### config.mk
export PLATFORM = sky130hd
export DESIGN_NAME = time_sequencer
export DESIGN_NICKNAME = d
export VERILOG_FILES = /design/src/rtl/time_sequencer.sv
export SDC_FILE = /design/constraint.sdc
export NUM_CORES = 1
export LEC_CHECK = 0
export BUFFER_PORTS_ARGS = -buffer_cell sky130_fd_sc_hd__buf_4
export CAP_MARGIN = 5
export CORE_ASPECT_RATIO = 1.1
export CORE_MARGIN = 2
export CORE_UTILIZATION = 47
export DETAILED_ROUTE_END_ITERATION = 10
export PLACE_DENSITY = 0.68
export SLEW_MARGIN = 10
export SYNTH_ARGS = -nofsm -noshare
export SYNTH_HDL_FRONTEND = slang
export SYNTH_SLANG_ARGS = --single-unit
### constraint.sdc
create_clock -name clock -period 2.7 [get_ports clock]
set_input_delay 0.54 -clock clock [delete_from_list [all_inputs] [get_ports clock]]
set_output_delay 0.54 -clock clock [all_outputs]
set_load 0.1 [all_outputs]
### src/rtl/time_sequencer.sv
// Clock-setting sequencer: one-second prescaler, button sync/edge detect, RUN/SET_HR/SET_MIN FSM
// and per-digit increment/wrap strobes derived from the current digit values.
module time_sequencer #(
  parameter int TICK_DIV   = 32768,
  parameter int HOLD_TICKS = 1
) (
  input  logic        clock,
  input  logic        n_reset,
  input  logic        mode_btn,
  input  logic        adv_btn,
  input  logic [23:0] digits,
  output logic [5:0]  inc,
  output logic [5:0]  zero,
  output logic [1:0]  mode,
  output logic        sec_pulse
);

  localparam int PW       = $clog2(TICK_DIV);
  localparam int RPT_PER  = TICK_DIV / 4;
  localparam int HOLD_CYC = HOLD_TICKS * TICK_DIV;
  localparam int RW       = $clog2(HOLD_CYC + RPT_PER + 1);

  typedef enum logic [1:0] {
    RUN     = 2'b00,
    SET_HR  = 2'b01,
    SET_MIN = 2'b10
  } state_t;

  logic          r_rst_n;
  logic [PW-1:0] r_presc;
  logic [1:0]    r_mode_sync, r_adv_sync;
  logic          r_mode_prev, r_adv_prev;
  logic          r_mode_ev, r_adv_ev;
  logic          r_rpt_arm;
  logic [RW-1:0] r_rpt_cnt;
  state_t        r_mode;
  logic          r_stb_run, r_stb_hr, r_stb_min, r_stb_clr;

  logic w_tick, w_rpt, w_adv_ev;
  logic w_m0, w_m1, w_m2, w_m3, w_h23, w_z4, w_z5;

  // Assertion is immediate; release takes effect one edge later so the count starts clean.
  always_ff @(posedge clock or negedge n_reset) begin
    if (!n_reset) r_rst_n <= 1'b0;
    else          r_rst_n <= 1'b1;
  end

  always_ff @(posedge clock or negedge r_rst_n) begin
    if (!r_rst_n) begin
      r_mode_sync <= '0;
      r_adv_sync  <= '0;
      r_mode_prev <= 1'b0;
      r_adv_prev  <= 1'b0;
      r_mode_ev   <= 1'b0;
      r_adv_ev    <= 1'b0;
    end else begin
      r_mode_sync <= {r_mode_sync[0], mode_btn};
      r_adv_sync  <= {r_adv_sync[0], adv_btn};
      r_mode_prev <= r_mode_sync[1];
      r_adv_prev  <= r_adv_sync[1];
      r_mode_ev   <= r_mode_sync[1] & ~r_mode_prev;
      r_adv_ev    <= r_adv_sync[1] & ~r_adv_prev;
    end
  end

  assign w_tick   = (r_presc == PW'(TICK_DIV - 1));
  // The counter sits at HOLD_CYC once per repeat period after the initial hold has elapsed.
  assign w_rpt    = r_rpt_arm & r_adv_sync[1] & (r_rpt_cnt == RW'(HOLD_CYC));
  assign w_adv_ev = r_adv_ev | w_rpt;

  always_ff @(posedge clock or negedge r_rst_n) begin
    if (!r_rst_n) begin
      r_presc   <= '0;
      sec_pulse <= 1'b0;
      r_mode    <= RUN;
      r_stb_run <= 1'b0;
      r_stb_hr  <= 1'b0;
      r_stb_min <= 1'b0;
      r_stb_clr <= 1'b0;
      r_rpt_arm <= 1'b0;
      r_rpt_cnt <= '0;
    end else begin
      r_stb_hr  <= 1'b0;
      r_stb_min <= 1'b0;
      r_stb_clr <= 1'b0;
      sec_pulse <= w_tick;
      r_stb_run <= w_tick && (r_mode == RUN);
      r_presc   <= w_tick ? '0 : r_presc + 1'b1;

      if (!r_adv_sync[1]) r_rpt_arm <= 1'b0;
      if (r_rpt_arm)
        r_rpt_cnt <= (r_rpt_cnt == RW'(HOLD_CYC + RPT_PER - 1)) ? RW'(HOLD_CYC)
                                                                 : r_rpt_cnt + 1'b1;

      if (r_mode_ev) begin
        r_rpt_arm <= 1'b0;
        case (r_mode)
          RUN:     r_mode <= SET_HR;
          SET_HR:  r_mode <= SET_MIN;
          default: begin
            r_mode    <= RUN;
            r_stb_clr <= 1'b1;
            r_presc   <= '0;
          end
        endcase
      end else if (w_adv_ev && (r_mode != RUN)) begin
        if (r_mode == SET_HR) r_stb_hr  <= 1'b1;
        else                  r_stb_min <= 1'b1;
        if (r_adv_ev) begin
          r_rpt_arm <= 1'b1;
          r_rpt_cnt <= RW'(1);
        end
      end
    end
  end

  assign mode = r_mode;

  // Out-of-range digit values are treated as already at their maximum.
  assign w_m0  = digits[3:0]   >= 4'd9;
  assign w_m1  = digits[7:4]   >= 4'd5;
  assign w_m2  = digits[11:8]  >= 4'd9;
  assign w_m3  = digits[15:12] >= 4'd5;
  assign w_h23 = (digits[23:20] >= 4'd2) && (digits[19:16] >= 4'd3);
  assign w_z4  = (digits[19:16] >= 4'd9) || w_h23;
  assign w_z5  = w_h23 || (digits[23:20] >= 4'd2);

  always_comb begin
    inc  = '0;
    zero = '0;
    if (r_stb_run) begin
      inc[0] = 1'b1;
      inc[1] = w_m0;
      inc[2] = w_m0 & w_m1;
      inc[3] = w_m0 & w_m1 & w_m2;
      inc[4] = w_m0 & w_m1 & w_m2 & w_m3;
      inc[5] = w_m0 & w_m1 & w_m2 & w_m3 & w_z4;
      zero   = {w_z5, w_z4, w_m3, w_m2, w_m1, w_m0} & inc;
    end
    if (r_stb_hr) begin
      inc[4]  = 1'b1;
      inc[5]  = w_z4;
      zero[4] = w_z4;
      zero[5] = w_z4 & w_z5;
    end
    if (r_stb_min) begin
      inc[2]  = 1'b1;
      inc[3]  = w_m2;
      zero[2] = w_m2;
      zero[3] = w_m2 & w_m3;
    end
    if (r_stb_clr) begin
      inc[1:0]  = 2'b11;
      zero[1:0] = 2'b11;
    end
  end

endmodule

* After elaboration in Yosys (flattened, before gate mapping)
Index checks and enable logic that the tools add are counted.
** Word-level totals
- Bits in registers :: 48
- Logic and storage cells :: 80
** Cells by class
- Add/sub/neg operators :: 2
- $lt $le $gt $ge :: 7
- Equality and inequality tests :: 4
- Mux-type cells :: 29
- Bitwise gates (word level) :: 14
- Reductions and logical operators :: 8
** Operator list (number)
- two-way mux 16 bit :: 5
- two-way mux 15 bit :: 3
- == test 16 bit (second input constant) :: 2
- adder 16 x 1 -> 16 bit (second input constant) :: 1
- adder 15 x 1 -> 15 bit (second input constant) :: 1
- == test 15 bit (second input constant) :: 1
- >= comparator 4 bit (second input constant) :: 3
- two-way mux 1 bit :: 12
- two-way mux 2 bit :: 6
- two-way mux 6 bit :: 2
- AND 1 bit :: 10
- >= comparator 4 x 2 -> 1 bit (second input constant) :: 2
- >= comparator 4 x 3 -> 1 bit (second input constant) :: 2
- AND 6 bit :: 1
- one-hot mux 2 bit (2 select lines) :: 1
- logical AND 1 bit :: 3
- == test 2 x 1 -> 1 bit (second input constant) :: 1
- zero test 2 bit :: 1
- logical OR 1 bit :: 2
- inverter 1 bit :: 2
- nonzero test 2 bit :: 1
- OR reduction 2 bit :: 1
- OR 1 bit :: 1

* Logic depth before layout (Yosys ltp)
Gate-level depths: netlist of the first run.
- Depth after elaboration :: 8
- Mapped depth :: 6

* Least setup slack after synthesis of the first run
Ideal clock, no wire load.
- Path type :: input -> output
- Start point :: input digits[2]
- End point :: output zero[4]
- Data arrival time :: 3757 ps
- Setup slack :: -1597 ps
- Cell stages on the path :: 5
- Path buffers :: 1
- Path through :: o311ai_0 a21oi_1 a31oi_1 nor3_1 buf_4
** Between the ends
- Cells in the longest elaborated chain, start to end :: 7
** RTL lines
- start: declaration :: line 11 : input logic [23:0] digits,
- >= comparator 4 bit :: line 120 : assign w_m0 = digits[3:0] >= 4'd9;
- AND 1 bit (3 in series) :: line 136 : inc[4] = w_m0 & w_m1 & w_m2 & w_m3;
- AND 6 bit :: line 138 : zero = {w_z5, w_z4, w_m3, w_m2, w_m1, w_m0} & inc;
- two-way mux 6 bit :: line 131 : if (r_stb_run) begin
- two-way mux 2 bit :: line 140 : if (r_stb_hr) begin
- end: declaration :: line 13 : output logic [5:0] zero,
No other way between the ends.

* Worst setup path after layout of the first run
- Start point :: input digits[2]
- End point :: output zero[3]
** Between the ends
- Cells in the longest elaborated chain, start to end :: 6
** RTL lines
- >= comparator 4 bit :: line 120
- AND 1 bit (2 in series) :: line 135 : inc[3] = w_m0 & w_m1 & w_m2;
- AND 6 bit :: line 138
- two-way mux 6 bit :: line 131
- two-way mux 2 bit :: line 146 : if (r_stb_min) begin
No other way between the ends.

==> metrics, run 1 <==
status=finished clean; unrepaired setup endpoints after global routing=false; Post-DP HPWL=2.97 mm; critical path's top delay family=compound AO/OA/AOI/OAI gates; Hold Crit Class=input pin to flop; crit-path max FO=4; Pwr Total=0.00203 W; first-pass GRT wire length=7.18 mm; Root Buffer=clkbuf_8; final hold vios=0; Nets=303; top post-synthesis cells by area=dfrtp_1 52%, nor2_1 5.3%, xnor2_1 5.3%, nand3_1 3.0%, xor2_1 3.0%; Slowest Stage Delay on Critical Path=0.42 ns; post-route minimum period=2.39 ns; GRT overflow=0; Vias/cell=5.26; # fillers=403; Worst-Skew Late Latency=0.30 ns; Final setup viols=0; critical path class=input pin to primary output; Req. time, crit path=2.16 ns; Place WS=0.299 ns; Worst-path clk slew=0.08 ns; top-count cell post-synth=dfrtp_1; DR vias=1732; Num CTS Buffers=5; Peak VDD IR=0.559 mV; Setup Buffers After CTS=0; RD Place Congestion=0.777; most frequent cell on the critical path=buf_4; Cell variety after synth=48; layout cells sized above 1=25.3%; Initial Utilization=49.2%; H-tree Lvls=2; Final WS setup=0.309 ns; Core Rows=26; cts repair resizes=0; Setup crit start kind=input pin; Synth area leader=dfrtp_1; total track usage=16.2%; CP bufs+invs=2; CTS tree=yes; Non-Filler Instances=329; Die Area=5520 sq um; Slew Limit Fails=0; initial antenna violation count=0; Die X=71.0 um; Rel. slew slack=34.1%; vias in the first global route=1659; CP endpoint kind=primary output; I/O Pins=43; Yosys top cell area share=51.7%; synth warn=0; Max Cap Violations=0; Hold Slack=0.344 ns; Pleak=1.31 nW; flop and latch count out of synthesis=48; diode count=0; Die Ht=77.7 um; Syn Inst Count=230; highest clock rate=418 MHz; EDFF count, synth=0; Synth top cells by count=48 x dfrtp_1, 33 x nor2_1, 15 x nand2_1; Slew @ Worst Pin=0.988 ns; TritonCTS sink count=48; area delta synth->final=20.2%; Pwr per Cell Area=726 nW/um^2; mapped cell area=2320 sq um; commonest register cell after synthesis=dfrtp_1; slowest stage cell, crit path=o311ai_0; Setup TNS Final=0 ns; Critical Path AT=1.85 ns; fin crit share=88.6%; register area share after synthesis=51.7%; Routed WL=4.06 mm; post-placement cell count=320; syn avg cell area=10.1 sq um; asr flop ratio synth=100%; cell chain of the critical path=buf_4, o311ai_0, a21oi_1, o21a_2, and2_2, buf_4; count of buffers from port buffering=41; Worst Clk Skew=0.00949 ns; largest net degree at the start of global routing=48; CTS Buffer Depth=2; Final ANT Viol Nets=0; Core ar.=4720 sq um; DRT Pass-1 Iters=4; Syn Nets=261; initial DRC count=76; Wirelength per Cell=12.3 um; Post-route DRC=0
## per-stage QoR
stage / cell area, sq um / utilization (%)
2_1_floorplan: 2340 / -
3_3_place_gp: 2670 / 56.5
3_5_place_dp: 2670 / 56.5
4_1_cts: 2790 / 59.2
5_1_grt: 2790 / 59.2
6_report: 2790 / 59.2
## logic make-up after synthesis
kind of cell | share of synthesized area, %
buffers and inverters | 4.09
adders and majority gates | 1.62
muxes | 0.916
DFF | 51.7
other | 0.161
and+or+nand+nor | 26.5
xor gates and xnor gates | 8.30
AOI/OAI and AO/OA | 6.74
## where the power goes
group | total (W) | internal, W | switching (W)
sequential | 0.000937 | 0.000815 | 0.000122
combinational | 0.000569 | 0.000183 | 0.000386
clock | 0.000519 | 0.000279 | 0.000241
## final timing paths
kind | from | end | slack, ns | depth (start not counted)
worst max-delay path | digits[2] | zero[3] | 0.31 | 6
worst min register to register | r_mode_sync[0] | r_mode_sync[1] | 0.36 | 0
max in group asynchronous | r_rst_n | r_rpt_cnt[4] | 1.65 | 0
worst min-delay path | mode_btn | r_mode_sync[0] | 0.34 | 1
worst max register to register | r_presc[0] | r_presc[3] | 1.04 | 5
min in group asynchronous | r_rst_n | r_presc[9] | 0.45 | 0
## placed cells by master, fill, tap and decap left out, types with 2 or more instances in the layout
cell type  Yosys  layout
o21ai_0        6       6
and2_1         4       3
clkbuf_8       0       5
xnor2_1       14      14
and2_2         1       2
nor3_1         6       5
nor3_4         1       2
and4_4         2       2
nand3_1       14      14
or2_2          4       4
nor2b_1        2       2
and4_1         3       3
inv_1          9       9
a21oi_1        4       4
nand2b_1       4       4
dfrtp_1       48      47
nand2_1       15      15
xor2_1         8       8
a31oi_1        2       2
nor2_1        33      33
ha_1           3       3
buf_4          4      42
o31ai_1        2       2
and3_1         3       3
o21ai_1        2       2
nor4_1         7       7
or4_1          2       2
nand4_1        5       5
## timing repair
| item | in CTS | in global routing |
|---|---|---|
| hold buffers | 1 | 0 |
| hold endpoints to repair | 1 | 0 |
| setup endpoints to repair | 0 | 0 |
## layout make-up
type,instances,area [sq um],share of cell area (%)
Tap cell,56,70.1,2.51
Multi-Input combinational cell,165,1040,37.4
Clock inverter,3,46.3,1.66
Clock buffer,5,68.8,2.47
Timing Repair Buffer,43,325,11.7
Inverter,9,33.8,1.21
Sequential cell,48,1200,43.1
## layer usage
metal	share of wire, %	track usage [%]	up-vias
met2	46	26.8	54
met1	45	20.3	799
met4	1.5	5.66	0
met5	0	0	-
met3	7.4	4.68	7
li1	-	-	872
## worst reg2reg max path, delay by kind of cell (launching register included)
kind | cells | cell delay, ns
and+or+nand+nor | 3 | 0.51
adders and majority gates | 1 | 0.23
DFF | 1 | 0.41
AOI/OAI and AO/OA | 1 | 0.40
## flip-flops by register name, indices dropped and copies added (netlist names)
register / flops
mode: 2
r_adv_ev: 1
r_adv_prev: 1
r_adv_sync: 2
r_mode_ev: 1
r_mode_prev: 1
r_mode_sync: 2
r_presc: 15
r_rpt_arm: 1
r_rpt_cnt: 16
r_rst_n: 1
r_stb_clr: 1
r_stb_hr: 1
r_stb_min: 1
r_stb_run: 1
sec_pulse: 1
No activity file was read; power rests on OpenSTA's default activity.
==> run 2: changes to the inputs <==
--- a/config.mk
+++ b/config.mk
@@ -12,6 +12,7 @@
 export CORE_UTILIZATION = 47
 export DETAILED_ROUTE_END_ITERATION = 10
 export PLACE_DENSITY = 0.68
+export REMOVE_ABC_BUFFERS = 1
 export SLEW_MARGIN = 10
 export SYNTH_ARGS = -nofsm -noshare
 export SYNTH_HDL_FRONTEND = slang
==> metrics, run 2 (synthesized netlist as in run 1, its figures left out) <==
switching share of power=38.7%; Core Util, Final=57.9%; Vias/cell=5.30; hold path start=adv_btn; final hold vios=0; diode count=0; fin crit share=90.0%; Setup crit start kind=input pin; Core ar.=4720 sq um; Worst-path clk slew=0.08 ns; Core Rows=26; Internal=0.00117 W; most common cell after layout, fill and taps aside=dfrtp_1; Req. time, crit path=2.16 ns; DR vias=1734; initial antenna violation count=0; R2R setup slack=1.03 ns; Switch Pwr=0.000737 W; first-pass GRT wire length=7.27 mm; Setup TNS Final=0 ns; area delta synth->final=17.6%; DRT Pass-1 Iters=4; CTS tree=yes; crit-path max FO=4; status=finished clean; I/O Pins=43; Hold Crit Class=input pin to flop; Worst R2R End=r_presc[2]; hold-critical path depth=1; Peak VDD IR=0.507 mV; Slew @ Worst Pin=0.970 ns; CP endpoint kind=primary output; Regs by FF count=r_rpt_cnt (16), r_presc (15); Root Buffer=clkbuf_8; GRT overflow=0; register bank with the most flops=r_rpt_cnt; Flop pwr share=49.1%; max FFs per register=16; Routed WL=4.11 mm; combinational fraction of design power=29.7%; layout cells sized above 1=23.2%; Final setup viols=0; TritonCTS sink count=48; Die Area=5520 sq um; H-tree Lvls=2; unrepaired setup endpoints after global routing=false; count of buffers from port buffering=41; commonest non-fill, non-tap cells in the layout=47 x dfrtp_1, 41 x buf_4, 33 x nor2_1, 15 x nand2_1; Num CTS Buffers=5; Reg-to-Reg Start=r_presc[0]; Critical Path AT=1.89 ns; cts repair resizes=0; Pleak=1.29 nW; Setup Buffers After CTS=0; Die X=71.0 um; clock power share=21.3%; Post-route DRC=0; hold path endpoint=r_adv_sync[0]; Die Ht=77.7 um; largest net degree at the start of global routing=48; Final ANT Viol Nets=0; Max Cap Violations=0; Worst-Skew Late Latency=0.30 ns; Initial Utilization=49.2%; Slew Limit Fails=0; post-route minimum period=2.43 ns; Wirelength per Cell=12.6 um; CTS Buffer Depth=2; Post-DP HPWL=2.98 mm; Placement Cell Area=2640 sq um; vias in the first global route=1689; Pwr per Cell Area=698 nW/um^2; Rel. slew slack=35.3%; final instance area=2730 sq um; total track usage=16.6%; initial DRC count=77; Worst Clk Skew=0.00843 ns; RD Place Congestion=0.814; critical path class=input pin to primary output; worst reg2reg path depth=5; highest clock rate=412 MHz; Nets=302
run 2: cell types whose count changed in the layout (fill, tap and decap cells not counted), sizes merged:
cell,change
buf,-1
clkinv,+1
bufinv,-1
inv,-1
run 2: how the worst max path moves through the flow:
| stage | start | end | slack, ns |
|---|---|---|---|
| 6_report | digits[2] | zero[4] | 0.27 |
| 5_1_grt | digits[2] | zero[4] | 0.03 |
| 4_1_cts | digits[2] | zero[4] | 0.23 |
| 3_5_place_dp | digits[2] | zero[4] | 0.22 |
| 3_3_place_gp | digits[2] | inc[5] | 0.25 |
| 2_1_floorplan | digits[2] | inc[5] | -2.95 |
run 2: worst max-delay path: stages:
cell and delay, ns:
buf_4 0.10, o311ai_0 0.45, a21oi_1 0.14, a31oi_1 0.28, nor3_1 0.13, buf_4 0.25
run 2: metal layers:
metal | GRT usage (%) | vias to the layer above | share of wire, %
met2 | 27.9 | 51 | 47
met3 | 4.94 | 6 | 7.0
met1 | 20.3 | 803 | 44
met4 | 5.66 | 0 | 1.4
met5 | 0 | - | 0
li1 | - | 874 | -
run 2: cell type report:
class                           count  area [sq um]
Fill cell                         428          1990
Sequential cell                    48          1200
Multi-Input combinational cell    165          1030
Timing Repair Buffer               42           318
Tap cell                           56          70.1
Clock buffer                        5          68.8
Inverter                            9          33.8
Clock inverter                      2          12.5
run 2: per-stage QoR:
step	total power, W	setup slack [ns]	hold slack, ns	cells
6_report	0.00191	0.271	0.342	327
5_1_grt	0.00203	0.0264	0.326	327
4_1_cts	0.00193	0.229	0.329	327
3_5_place_dp	0.00152	0.224	0.317	319
3_3_place_gp	0.00151	0.250	0.316	319
2_1_floorplan	0.00137	-2.95	0.244	222
run 2: power by group through the flow:
stage | clock network (W) | logic, W | registers, W
floorplan | 0 | 0.000344 | 0.00103
global placement | 0 | 0.000563 | 0.000948
CTS | 0.000425 | 0.000573 | 0.000936
finish | 0.000405 | 0.000566 | 0.000935
detailed placement | 0 | 0.000569 | 0.000950
global route | 0.000449 | 0.000626 | 0.000960
run 2: timing repair:
item / 4_1_cts / 5_1_grt
hold endpoints to repair: 1 / 0
hold buffers: 1 / 0
endpoints found under the setup margin: 0 / 0
